### src/rtl/pll_phase_pkg.sv
// Shared types and constants for the PLL dynamic phase stepper.
package pll_phase_pkg;

  // Controller states
  typedef enum logic [2:0] {
    IDLE   = 3'd0,
    ARESET = 3'd1,
    SETUP  = 3'd2,
    STEP   = 3'd3,
    DONE   = 3'd4
  } state_t;

  // PLL phasecounterselect encodings
  localparam logic [2:0] SEL_ALL = 3'b000;
  localparam logic [2:0] SEL_M   = 3'b001;
  localparam logic [2:0] SEL_C0  = 3'b010;
  localparam logic [2:0] SEL_C1  = 3'b011;
  localparam logic [2:0] SEL_C2  = 3'b100;
  localparam logic [2:0] SEL_C3  = 3'b101;
  localparam logic [2:0] SEL_C4  = 3'b110;

endpackage

### src/rtl/pll_scanclk_div.sv
// scanclk divider: strobes toggle once every DIV enabled cycles and counts
// the scanclk half-cycles generated since the last clear.
module pll_scanclk_div #(
  parameter int DIV  = 16,
  parameter int HC_W = 8
) (
  input  logic            clk,
  input  logic            reset,
  input  logic            enable,
  input  logic            clear,
  output logic            toggle,
  output logic [HC_W-1:0] hc
);

  localparam int CNT_W = $clog2(DIV);
  localparam logic [CNT_W-1:0] CNT_LAST = CNT_W'(DIV - 1);

  logic [CNT_W-1:0] cnt;

  assign toggle = enable && (cnt == CNT_LAST);

  // Divider count and half-cycle counter; hc advances on each toggle strobe
  always_ff @(posedge clk) begin
    if (reset || clear) begin
      cnt <= '0;
      hc  <= '0;
    end else if (enable) begin
      if (cnt == CNT_LAST) begin
        cnt <= '0;
        hc  <= hc + 1'b1;
      end else begin
        cnt <= cnt + 1'b1;
      end
    end
  end

endmodule

### src/rtl/pll_phase_stepper.sv
// Drives the PLL dynamic phase-shift port: optional areset pulse, then one
// SETUP/STEP pass per requested phase step, tracking the net phase position.
// Handshake: a command is taken on a cycle where cmd_valid and cmd_ready are
// both high; cmd_ready is high only in IDLE, so cmd_valid is ignored while busy.
module pll_phase_stepper
  import pll_phase_pkg::*;
#(
  parameter int SCANCLK_DIV   = 16,
  parameter int STEP_W        = 8,
  parameter int NPHASES       = 64,
  parameter int ARESET_CYCLES = 8,
  parameter int ASSERT_HC     = 6,
  parameter int MIN_HC        = 8,
  parameter int TIMEOUT_HC    = 108,
  localparam int POS_W        = (NPHASES > 1) ? $clog2(NPHASES) : 1
) (
  input  logic              clk,
  input  logic              reset,
  input  logic              cmd_valid,
  output logic              cmd_ready,
  input  logic [2:0]        cmd_sel,
  input  logic              cmd_updown,
  input  logic [STEP_W-1:0] cmd_steps,
  input  logic              cmd_areset,
  input  logic              phase_done,
  output logic              areset,
  output logic [2:0]        phasecounterselect,
  output logic              phaseupdown,
  output logic              phasestep,
  output logic              scanclk,
  output logic              busy,
  output logic              done,
  output logic              timeout_err,
  output logic [STEP_W-1:0] steps_done,
  output logic [POS_W-1:0]  phase_pos,
  output state_t            fsm_state
);

  localparam int HC_W = $clog2(TIMEOUT_HC + 1) + 1;
  localparam int AR_W = $clog2(ARESET_CYCLES) + 1;
  localparam logic [HC_W-1:0]  HC_ASSERT  = HC_W'(ASSERT_HC);
  localparam logic [HC_W-1:0]  HC_MIN     = HC_W'(MIN_HC);
  localparam logic [HC_W-1:0]  HC_TIMEOUT = HC_W'(TIMEOUT_HC);
  localparam logic [AR_W-1:0]  AR_LAST    = AR_W'(ARESET_CYCLES - 1);
  localparam logic [POS_W-1:0] POS_LAST   = POS_W'(NPHASES - 1);

  state_t            state, state_next;
  logic [2:0]        sel_q;
  logic              updown_q;
  logic [STEP_W-1:0] steps_q;
  logic              abort_q;
  logic [AR_W-1:0]   ar_cnt;
  logic              pd_meta, pd_sync;
  logic              toggle;
  logic [HC_W-1:0]   hc, hc_next;
  logic              accept, step_complete, step_timeout, more_steps;
  logic              enter_setup, enter_done;
  logic [2:0]        setup_sel;
  logic              setup_updown;

  assign accept        = cmd_valid && (state == IDLE);
  assign hc_next       = hc + 1'b1;
  assign step_complete = (state == STEP) && toggle && (hc_next >= HC_MIN) && pd_sync;
  assign step_timeout  = (state == STEP) && toggle && !step_complete && (hc_next >= HC_TIMEOUT);
  assign more_steps    = ({1'b0, steps_done} + 1'b1) < {1'b0, steps_q};
  assign enter_setup   = (state_next == SETUP) && (state != SETUP);
  assign enter_done    = (state_next == DONE) && (state != DONE);
  // Entering SETUP straight from IDLE happens before the command fields land
  assign setup_sel     = (state == IDLE) ? cmd_sel : sel_q;
  assign setup_updown  = (state == IDLE) ? cmd_updown : updown_q;
  assign fsm_state     = state;

  pll_scanclk_div #(
    .DIV  (SCANCLK_DIV),
    .HC_W (HC_W)
  ) u_div (
    .clk    (clk),
    .reset  (reset),
    .enable (state == STEP),
    .clear  (state == SETUP),
    .toggle (toggle),
    .hc     (hc)
  );

  // Two-flop synchroniser for the asynchronous phasedone
  always_ff @(posedge clk) begin
    if (reset) begin
      pd_meta <= 1'b0;
      pd_sync <= 1'b0;
    end else begin
      pd_meta <= phase_done;
      pd_sync <= pd_meta;
    end
  end

  // State register
  always_ff @(posedge clk) begin
    if (reset) state <= IDLE;
    else       state <= state_next;
  end

  // Next-state logic
  always_comb begin
    state_next = state;
    case (state)
      IDLE: begin
        if (cmd_valid) begin
          if (cmd_areset)             state_next = ARESET;
          else if (cmd_steps == '0)   state_next = DONE;
          else                        state_next = SETUP;
        end
      end
      ARESET: begin
        if (ar_cnt == AR_LAST) state_next = (steps_q == '0) ? DONE : SETUP;
      end
      SETUP: state_next = STEP;
      STEP: begin
        if (step_complete)     state_next = more_steps ? SETUP : DONE;
        else if (step_timeout) state_next = DONE;
      end
      DONE:    state_next = IDLE;
      default: state_next = IDLE;
    endcase
  end

  // State-decoded outputs
  always_comb begin
    cmd_ready   = (state == IDLE);
    busy        = (state != IDLE);
    done        = (state == DONE);
    timeout_err = (state == DONE) && abort_q;
    areset      = (state == ARESET);
  end

  // areset hold counter, runs only while in ARESET
  always_ff @(posedge clk) begin
    if (reset || (state != ARESET)) ar_cnt <= '0;
    else                            ar_cnt <= ar_cnt + 1'b1;
  end

  // Command latch, PLL control pins, step and phase bookkeeping
  always_ff @(posedge clk) begin
    if (reset) begin
      sel_q              <= SEL_ALL;
      updown_q           <= 1'b1;
      steps_q            <= '0;
      abort_q            <= 1'b0;
      steps_done         <= '0;
      phase_pos          <= '0;
      phasecounterselect <= SEL_ALL;
      phaseupdown        <= 1'b1;
      phasestep          <= 1'b0;
      scanclk            <= 1'b0;
    end else begin
      if (accept) begin
        sel_q      <= cmd_sel;
        updown_q   <= cmd_updown;
        steps_q    <= cmd_steps;
        abort_q    <= 1'b0;
        steps_done <= '0;
      end
      if (state == ARESET) phase_pos <= '0;

      // Forced levels on SETUP/DONE entry take priority over a toggle
      if (enter_setup) begin
        phasecounterselect <= setup_sel;
        phaseupdown        <= setup_updown;
        phasestep          <= 1'b1;
        scanclk            <= 1'b0;
      end else if (enter_done) begin
        phasestep <= 1'b0;
        scanclk   <= 1'b0;
      end else if ((state == STEP) && toggle) begin
        scanclk <= ~scanclk;
        if (hc_next == HC_ASSERT) phasestep <= 1'b0;
      end

      if (step_complete) begin
        steps_done <= steps_done + 1'b1;
        if (updown_q) phase_pos <= (phase_pos == POS_LAST) ? '0 : phase_pos + 1'b1;
        else          phase_pos <= (phase_pos == '0) ? POS_LAST : phase_pos - 1'b1;
      end
      if (step_timeout) abort_q <= 1'b1;
    end
  end

endmodule
### config.mk
export PLATFORM = sky130hd
export DESIGN_NAME = pll_phase_stepper
export DESIGN_NICKNAME = d
export VERILOG_FILES = /design/src/rtl/pll_phase_pkg.sv /design/src/rtl/pll_scanclk_div.sv /design/src/rtl/pll_phase_stepper.sv
export SDC_FILE = /design/constraint.sdc
export NUM_CORES = 1
export LEC_CHECK = 0
export ABC_AREA = 0
export CORE_ASPECT_RATIO = 2
export CORE_MARGIN = 5
export CORE_UTILIZATION = 60
export CTS_BUF_LIST = sky130_fd_sc_hd__clkbuf_16
export CTS_CLUSTER_DIAMETER = 40
export DETAILED_ROUTE_END_ITERATION = 10
export DONT_BUFFER_PORTS = 1
export GPL_TIMING_DRIVEN = 0
export PLACE_DENSITY = 0.82
export SLEW_MARGIN = 15
export SYNTH_ARGS = -nofsm -noshare
export SYNTH_HDL_FRONTEND = slang
export SYNTH_SLANG_ARGS = --single-unit
### constraint.sdc
create_clock -name clk -period 6.4 [get_ports clk]
set_input_delay 0.96 -clock clk [delete_from_list [all_inputs] [get_ports clk]]
set_output_delay 0.96 -clock clk [all_outputs]
set_load 0.02 [all_outputs]
; ---- After elaboration in Yosys (flattened, before gate mapping)
; Cells that the tools add are included.
[op_classes]
n_mux = 25
addsub = 7
reduce_logical = 26
n_eq_ne = 13
magnitude_cmp = 3
bitwise_logic = 1
[op_table]
columns = op, n
row1 = $mux 6, 5
row2 = $mux 3, 9
row3 = $add 8x1->8 const B, 2
row4 = $logic_not 8->1, 2
row5 = $mux 8, 2
row6 = $pmux 3 s4, 1
row7 = $logic_and 1x1->1, 10
row8 = $add 8x1->9 const B, 1
row9 = $eq 3x2->1 const B, 3
row10 = $lt 9x8->1, 1
row11 = $reduce_bool 3->1, 3
row12 = $add 4x1->4 const B, 2
row13 = $eq 8x3->1 const B, 1
row14 = $ge 8x4->1 const B, 1
row15 = $ge 8x7->1 const B, 1
row16 = $mux 1, 7
row17 = $add 6x1->6 const B, 1
row18 = $eq 3x3->1 const B, 2
row19 = $eq 6x6->1 const B, 1
row20 = $logic_not 6->1, 1
row21 = $reduce_bool 2->1, 3
row22 = $sub 6x1->6 const B, 1
row23 = $eq 4x3->1 const B, 1
row24 = $eq 4x4->1 const B, 1
row25 = other kinds (11), 13
[word_totals]
elab_cells = 91
regBits = 54
input_bits = 17

; ---- Longest topological paths before layout
; Gate-level depths: netlist of the first run.
[depth]
depth_word = 15
ltp_mapped = 12
mapped_depth_nobuf = 12

; ---- Cells and area by module
; Synthesis of the first run repeated with hierarchy kept, for this count alone.
[unflattened]
hier_cells = 374
area_unflattened_um2 = 3037.9
[modules_own_cells]
columns = mod, area_each_um2, cells_each, n_inst, seq_area_each_um2
row1 = pll_phase_stepper, 2484.9, 310, 1, 840.8
row2 = pll_scanclk_div, 553.0, 64, 1, 240.2

; ---- Worst setup path before layout of the first run
; OpenSTA, ideal clock, no wires.
[synth_path]
kind = register to register
startpoint = register steps_done[0]
endpoint = register phasecounterselect[0]
path_buffers = 0
arrival_ns = 2.866
slack_ns = 3.398
stages_incl_launch_ff = 13
synth_period_minus_slack_ns = 3.002
setup_ns = 0.136
required_time_ns = 6.264
cell_sequence = dfxtp_1 ha_1 and3_1 and3_1 xor2_1 ha_1 a21oi_1 and3_1 o21ai_0 a211o_1 o211ai_2 and3_4 a211oi_2
[synth_between]
elab_chain_len = 7
[synth_rtl]
columns = element, line
row1 = from (decl), pll_phase_stepper.sv:34  ; output logic [STEP_W-1:0] steps_done,
row2 = from (signal assigned), pll_phase_stepper.sv:179  ; steps_done <= steps_done + 1'b1;
row3 = $add 8x1->9, pll_phase_stepper.sv:65  ; assign more_steps = ({1'b0, steps_done} + 1'b1) < {1'b0, steps_q};
row4 = $lt 9x8->1, pll_phase_stepper.sv:65
row5 = $mux 3 (2 in series), pll_phase_stepper.sv:118  ; if (step_complete) state_next = more_steps ? SETUP : DONE;
row6 = $pmux 3 s4, pll_phase_stepper.sv:105  ; case (state)
row7 = $eq 3x2->1, pll_phase_stepper.sv:66  ; assign enter_setup = (state_next == SETUP) && (state != SETUP);
row8 = $logic_and 1x1->1, pll_phase_stepper.sv:66
row9 = to (signal assigned), pll_phase_stepper.sv:166  ; phasecounterselect <= setup_sel;
row10 = to (decl), pll_phase_stepper.sv:27  ; output logic [2:0] phasecounterselect,
; No other way between the ends.
; A chain may end at the register's enable or synchronous reset.

; ---- Final worst setup path of the first run
[layout_path]
startpoint = register steps_done[0]
endpoint = register phasecounterselect[1]
; The elaborated chain is that of the path after synthesis.

==> metrics, run 1 <==
outcome complete, no violations; Die W 61.1 um; TritonCTS Buffers 5; global-route wire length before repair 12600 um; Area Overhead vs Synth 7.11%; CP Data Arrival Time 3.57 ns; clk_lat worst skew 0.29 ns; die area 6860 um2; static leakage 1.32 nW; Synth top area share 34.5%; register area share after synthesis 34.5%; I/O pin count 45; max_cap viols 0; vias in the first global route 2879; initial antenna violation count 0; startpoint types register; post-synthesis register bit count 54; Crit-path slowest cell dfxtp_1; I/O Buffers 0; Avg WL per Cell 16.9 um; n_diodes 0; Achievable Freq 294 MHz; Initial Utilization 61.5%; Clk pin slew, worst setup/hold paths 0.07 ns; Synth async-reset ratio 0%; die height 112 um; peak fanout along the critical path 9; CTS sink cnt 54; Mapped Area 3130 um2; worst-path cell chain ha_1 > and3_1 > and3_1 > xor2_1 > ha_1 > a21oi_1 > and3_1 > o21ai_0 > a211o_1 > o211ai_2 > and3_4 > a211oi_2; post-synth top area cell dfxtp_1; period utilisation layout 53.2%; Setup TNS 0 ns; overall routing resource usage 23.3%; Hold Crit Class register to register; top cells by area, synth dfxtp_1, a21oi_1, ha_1, nand2_1, xor2_1; Max Buffers Root-to-Sink 2; Pwr Density 221 nW/um2; Worst VDD drop 175 uV; 1st-iter DRT viols 153; CTS hold repair buffers 0; Synth Instances 386; number of distinct library cells after synthesis 55; DRT Pass-1 Iters 4; layout cells sized above 1 8.63%; drc violations 0; core area 5090 um2; TritonCTS clock tree built; final WL 7660 um; gp weighted congestion 0.934; CP Capture Type register; syn_nets 418; max incr delay on CP 0.53 ns; Setup violations, final 0; Setup WS pre-CTS 3.00 ns; Synth top cells by count dfxtp_1, nand2_1, a21oi_1, nor2_1, nand3_1; Slew headroom 35.3%; Post-CTS Resized 0; htree depth 2; Final Hold Viols 0; post-synthesis area per instance 8.12 um2; largest net degree at the start of global routing 19; Routed Antenna Nets 0; skew final 0.00813 ns; RSZ-0062 raised after global routing false; most used cell, CP and3_1; yosys warns 0; num rows 37; EDFF count, synth 0; Slew @ Worst Pin 0.965 ns; Slew Limit Fails 0; Final nets 425; critical path class register to register; Worst EP required 6.56 ns; most common cell in the netlist dfxtp_1; most used flip-flop cell after synthesis dfxtp_1; root buffer cell clkbuf_16; dpl hpwl 5860 um; total gr overflow 0; via count 2843; Setup WS post-layout 3.00 ns; post-CTS setup buffers 0; vias per cell 6.29; minimum clock period 3.40 ns
## path summary, 6_finish.rpt
kind | slack (ns) | startpoint | end | depth (start not counted)
setup reg to reg | 3.00 | steps_done[0] | phasecounterselect[1] | 12
hold reg to reg | 0.44 | pd_meta | pd_sync | 1
setup / recovery | 3.00 | steps_done[0] | phasecounterselect[1] | 12
hold / removal | 0.44 | pd_meta | pd_sync | 1
## layer usage
metal	GRT usage, %	share of wire [%]
met5	0	0
met4	12.0	3.7
met3	5.87	6.2
met2	41.4	54
met1	23.3	36
## per-stage QoR
step	hold slack, ns	area (um2)	utilization (%)	cells	power [mW]
floorplan	0.414	3130	-	386	0.450
global placement	0.423	3210	63.0	444	0.471
detailed placement	0.422	3210	63.0	444	0.473
CTS	0.445	3360	65.9	452	0.745
global route	0.471	3360	65.9	452	0.771
finish	0.442	3360	65.9	452	0.742
## power by group
group	internal, mW	switching (mW)	total, mW
Sequential	0.350	0.0194	0.369
Clock	0.147	0.129	0.276
Combinational	0.0338	0.0634	0.0972
Total	0.531	0.212	0.742
## layout make-up
cell class / count / area (um2)
Buffer: 23 / 153
Clock buffer: 5 / 125
Clock inverter: 3 / 25.0
Fill cell: 441 / 1740
Inverter: 18 / 67.6
Multi-Input combinational cell: 291 / 1830
Sequential cell: 54 / 1080
Tap cell: 58 / 72.6
## placed cells by master, fill, tap and decap left out, types with 2 or more instances in the layout
master,synthesis,layout
a221oi_1,2,2
mux2i_1,5,5
nor3_1,6,6
clkbuf_8,3,3
nor2_1,34,34
a211oi_2,3,3
nand3b_1,7,7
clkbuf_1,12,12
o211ai_1,3,3
nand4b_1,2,2
nand3_1,25,25
a211o_1,3,3
and2_1,3,3
nor3b_1,2,2
a211oi_1,2,2
dfxtp_1,54,54
xor2_1,15,15
and3_1,7,7
o21bai_1,2,2
clkbuf_16,0,5
buf_2,2,2
nor2b_1,4,4
or2_2,3,3
o21ai_0,16,16
o22ai_1,3,3
nand4_1,8,8
nor4_1,4,4
buf_4,3,3
a31oi_1,6,6
inv_1,18,18
ha_1,15,15
nand2_1,41,41
xnor2_1,8,8
a21oi_1,40,40
buf_6,3,3
o41ai_1,2,2
## registers in the layout (all words and copies together) (netlist names), 3 cells and up
register,flops
ar_cnt,4
u_div.hc,8
phase_pos,6
steps_q,8
u_div.cnt,4
fsm_state,3
steps_done,8
sel_q,3
phasecounterselect,3
## worst max-delay path: cells and delay by family, from the launching register on
| family | cells | cell delay [ns] |
|---|---|---|
| flops | 1 | 0.53 |
| xor+xnor | 1 | 0.18 |
| fa+ha+maj | 2 | 0.58 |
| simple gates | 4 | 1.00 |
| compound gates | 5 | 0.99 |
## kinds of logic after synthesis
| family | count (synthesis) | share of synthesized area, % |
|---|---|---|
| XOR/XNOR | 23 | 6.43 |
| adder cells (fa/ha/maj) | 15 | 5.99 |
| buffers and inverters | 41 | 7.03 |
| AND/OR/NAND/NOR | 155 | 25.2 |
| AO/OA/AOI/OAI | 93 | 19.2 |
| multiplexers | 5 | 1.60 |
| flip-flops | 54 | 34.5 |
Note: power is estimated with default switching activity, not from simulation.
==> inputs of run 2 (changes only) <==
--- a/config.mk
+++ b/config.mk
@@ -5,16 +5,16 @@
 export SDC_FILE = /design/constraint.sdc
 export NUM_CORES = 1
 export LEC_CHECK = 0
-export ABC_AREA = 0
+export ABC_AREA = 1
 export CORE_ASPECT_RATIO = 2
 export CORE_MARGIN = 5
-export CORE_UTILIZATION = 60
+export CORE_UTILIZATION = 57
 export CTS_BUF_LIST = sky130_fd_sc_hd__clkbuf_16
 export CTS_CLUSTER_DIAMETER = 40
 export DETAILED_ROUTE_END_ITERATION = 10
 export DONT_BUFFER_PORTS = 1
 export GPL_TIMING_DRIVEN = 0
-export PLACE_DENSITY = 0.82
+export PLACE_DENSITY = 0.81
 export SLEW_MARGIN = 15
 export SYNTH_ARGS = -nofsm -noshare
 export SYNTH_HDL_FRONTEND = slang
==> constraint.sdc (replaced) <==
create_clock -name clk -period 3 [get_ports clk]
set_input_delay 0.45 -clock clk [delete_from_list [all_inputs] [get_ports clk]]
set_output_delay 0.45 -clock clk [all_outputs]
set_load 0.02 [all_outputs]
==> metrics, run 2 <==
Setup violations, final 0 (unchanged); area of the multi-input gates 1750 um2 (-4.7%); register area 1080 um2 (+0.23%); overall routing resource usage 21.1% (-2.2 points); static leakage 1.50 nW (+14%); post-synthesis register bit count 54 (unchanged); max incr delay on CP 0.44 ns (-0.09 ns); gp weighted congestion 0.920 (-1.4%); largest net degree at the start of global routing 19 (unchanged); register area share after synthesis 34.8% (+0.33 points); num rows 38 (+2.7%); Area Overhead vs Synth 7.50%; Final Hold Viols 0 (unchanged); Initial Utilization 57.8% (-3.8 points); worst-path cell chain ha_1 > nand2_1 > nor2_1 > nand3_1 > xor2_1 > inv_1 > ha_1 > a21oi_1 > o211ai_1 > nor2_1 > nand2_1 > nand2_2 > nand2_1 > nor2_1 > nand3_1 > a21oi_1; fill count 517 (+17%); critical path class register to register; post-synth top area cell dfxtp_1; Slew @ Worst Pin 0.820 ns (-0.145 ns); peak fanout along the critical path 6 (-3); Mapped Area 3100 um2 (-0.96%); global-route wire length before repair 12100 um (-3.7%); outcome complete, no violations; Clk pin slew, worst setup/hold paths 0.07 ns (about the same); 1st-iter DRT viols 150 (-2.0%); Hold Crit Class primary input to register; I/O Buffers 0 (unchanged); RSZ-0062 raised after global routing false; Slew Limit Fails 0 (unchanged); Synth Instances 444 (+15%); vias in the first global route 2870 (-0.31%); root buffer cell clkbuf_16; startpoint types register; Setup WS pre-CTS 0.223 ns (-2.78 ns); post-synthesis area per instance 6.99 um2 (-14%); Synth top cells by count nand2_1, inv_1, dfxtp_1, nor2_1, a21oi_1; largest registers steps_done: 8 flops, steps_q: 8 flops, u_div.hc: 8 flops; most frequent cells in the layout nand2_1, inv_1, dfxtp_1, nor2_1, a21oi_1; vias per cell 5.57 (-12%); most common cell in the netlist nand2_1; Slew headroom 44.9% (+9.6 points); skew final 0.00423 ns (-0.00390 ns); final WL 7120 um (-7.0%); die area 7110 um2 (+3.7%); R2R setup slack 0.34 ns (-2.66 ns); WP buf/inv 1 (+1); period utilisation layout 88.7% (+36 points); Crit path depth 16 (+4); top cells by area, synth dfxtp_1, nand2_1, inv_1, a21oi_1, ha_1; Post-CTS Resized 0 (unchanged); cells on worst reg2reg path 16 (+4); number of distinct library cells after synthesis 39 (-29%); minimum clock period 2.66 ns (-0.742 ns); crit path from steps_done[0]; commonest non-fill, non-tap cell in the layout nand2_1; DRT Pass-1 Iters 5 (+1); Synth async-reset ratio 0% (unchanged); core area 5370 um2 (+5.5%); initial antenna violation count 0 (unchanged); Worst EP required 3.23 ns (-3.33 ns); n_diodes 0 (unchanged); CP Data Arrival Time 2.89 ns (-0.68 ns); Die W 62.2 um (+1.8%); CTS sink cnt 54 (unchanged); Avg WL per Cell 13.9 um (-18%); yosys warns 0 (unchanged); layout cells sized above 1 9.07% (+0.44 points); EDFF count, synth 0 (unchanged); TritonCTS clock tree built; Pwr Density 503 nW/um2 (+130%); Setup TNS 0 ns (unchanged); via count 2850 (+0.25%); total gr overflow 0 (unchanged); die height 114 um (+1.9%); syn_nets 476 (+14%); RR Startpoint steps_done[0]; TritonCTS Buffers 5 (unchanged); Setup WS post-layout 0.338 ns (-2.66 ns); Worst VDD drop 525 uV (+200%); most used flip-flop cell after synthesis dfxtp_1; CP Capture Type register; I/O pin count 45 (unchanged); htree depth 2 (unchanged); Routed Antenna Nets 0 (unchanged); max_cap viols 0 (unchanged); CTS hold repair buffers 0 (unchanged); Max Buffers Root-to-Sink 2 (unchanged); Crit-path slowest cell dfxtp_2; dpl hpwl 5720 um (-2.5%); Final nets 483 (+14%); Synth top area share 34.8% (+0.33 points); Top delay family on crit path simple AND/OR/NAND/NOR gates; reg2reg end phasestep; post-CTS setup buffers 0 (unchanged); clk_lat worst skew 0.30 ns (about the same); drc violations 0 (unchanged); Critical Path Sink phasestep; Achievable Freq 376 MHz (+28%)
-- run 2: changes by cell type after synthesis, moves of 6 or more --
| cell | before | now |
|---|---|---|
| and3_1 | 7 | 0 |
| inv_1 | 18 | 58 |
| nand2_1 | 41 | 98 |
| nand2_2 | 0 | 9 |
| nor2_1 | 34 | 42 |
| nor2_4 | 0 | 6 |
| o21ai_0 | 16 | 30 |
-- run 2: cells by family after synthesis --
| logic type | synth area share [%] |
|---|---|
| fa+ha+maj | 6.05 |
| flops | 34.8 |
| buf+inv | 9.07 |
| simple gates | 30.6 |
| compound gates | 15.2 |
| xor+xnor | 4.23 |
-- run 2: metrics by stage --
stage	total power, mW	std cells	hold WS [ns]	utilization [%]	instance area, um2
global placement	1.10	504	0.393	59.2	3180
finish	1.68	512	0.219	62.1	3340
CTS	1.70	512	0.211	62.0	3330
global route	1.77	512	0.207	62.1	3340
detailed placement	1.10	504	0.396	59.2	3180
floorplan	1.04	444	0.388	-	3100
-- run 2: area by class of cell --
type | instances | area share (%)
buffer | 10 | 1.39
inverter | 62 | 7.05
clock buffer | 5 | 3.75
clock inverter | 3 | 0.750
sequential | 54 | 32.5
tap | 60 | 2.25
multi-input combinational | 318 | 52.3
-- run 2: report_power, final --
| part | total, mW | switching, mW | leakage (nW) | internal (mW) |
|---|---|---|---|---|
| sequential | 0.816 | 0.0545 | 0.440 | 0.762 |
| combinational | 0.274 | 0.192 | 0.994 | 0.0825 |
| clock | 0.589 | 0.275 | 0.0704 | 0.314 |
-- run 2: worst min path at each step --
stage / start / end / depth (start not counted)
finish: reset / sel_q[1] / 1
global route: reset / sel_q[0] / 1
CTS: reset / sel_q[1] / 1
detailed placement: pd_meta / pd_sync / 2
global placement: pd_meta / pd_sync / 2
floorplan: pd_meta / pd_sync / 2
-- run 2: routing by layer --
| metal | share of wire (%) | GRT usage (%) |
|---|---|---|
| met5 | 0 | 0 |
| met4 | 4.0 | 13.0 |
| met3 | 5.9 | 5.99 |
| met2 | 57 | 41.1 |
| met1 | 33 | 17.9 |
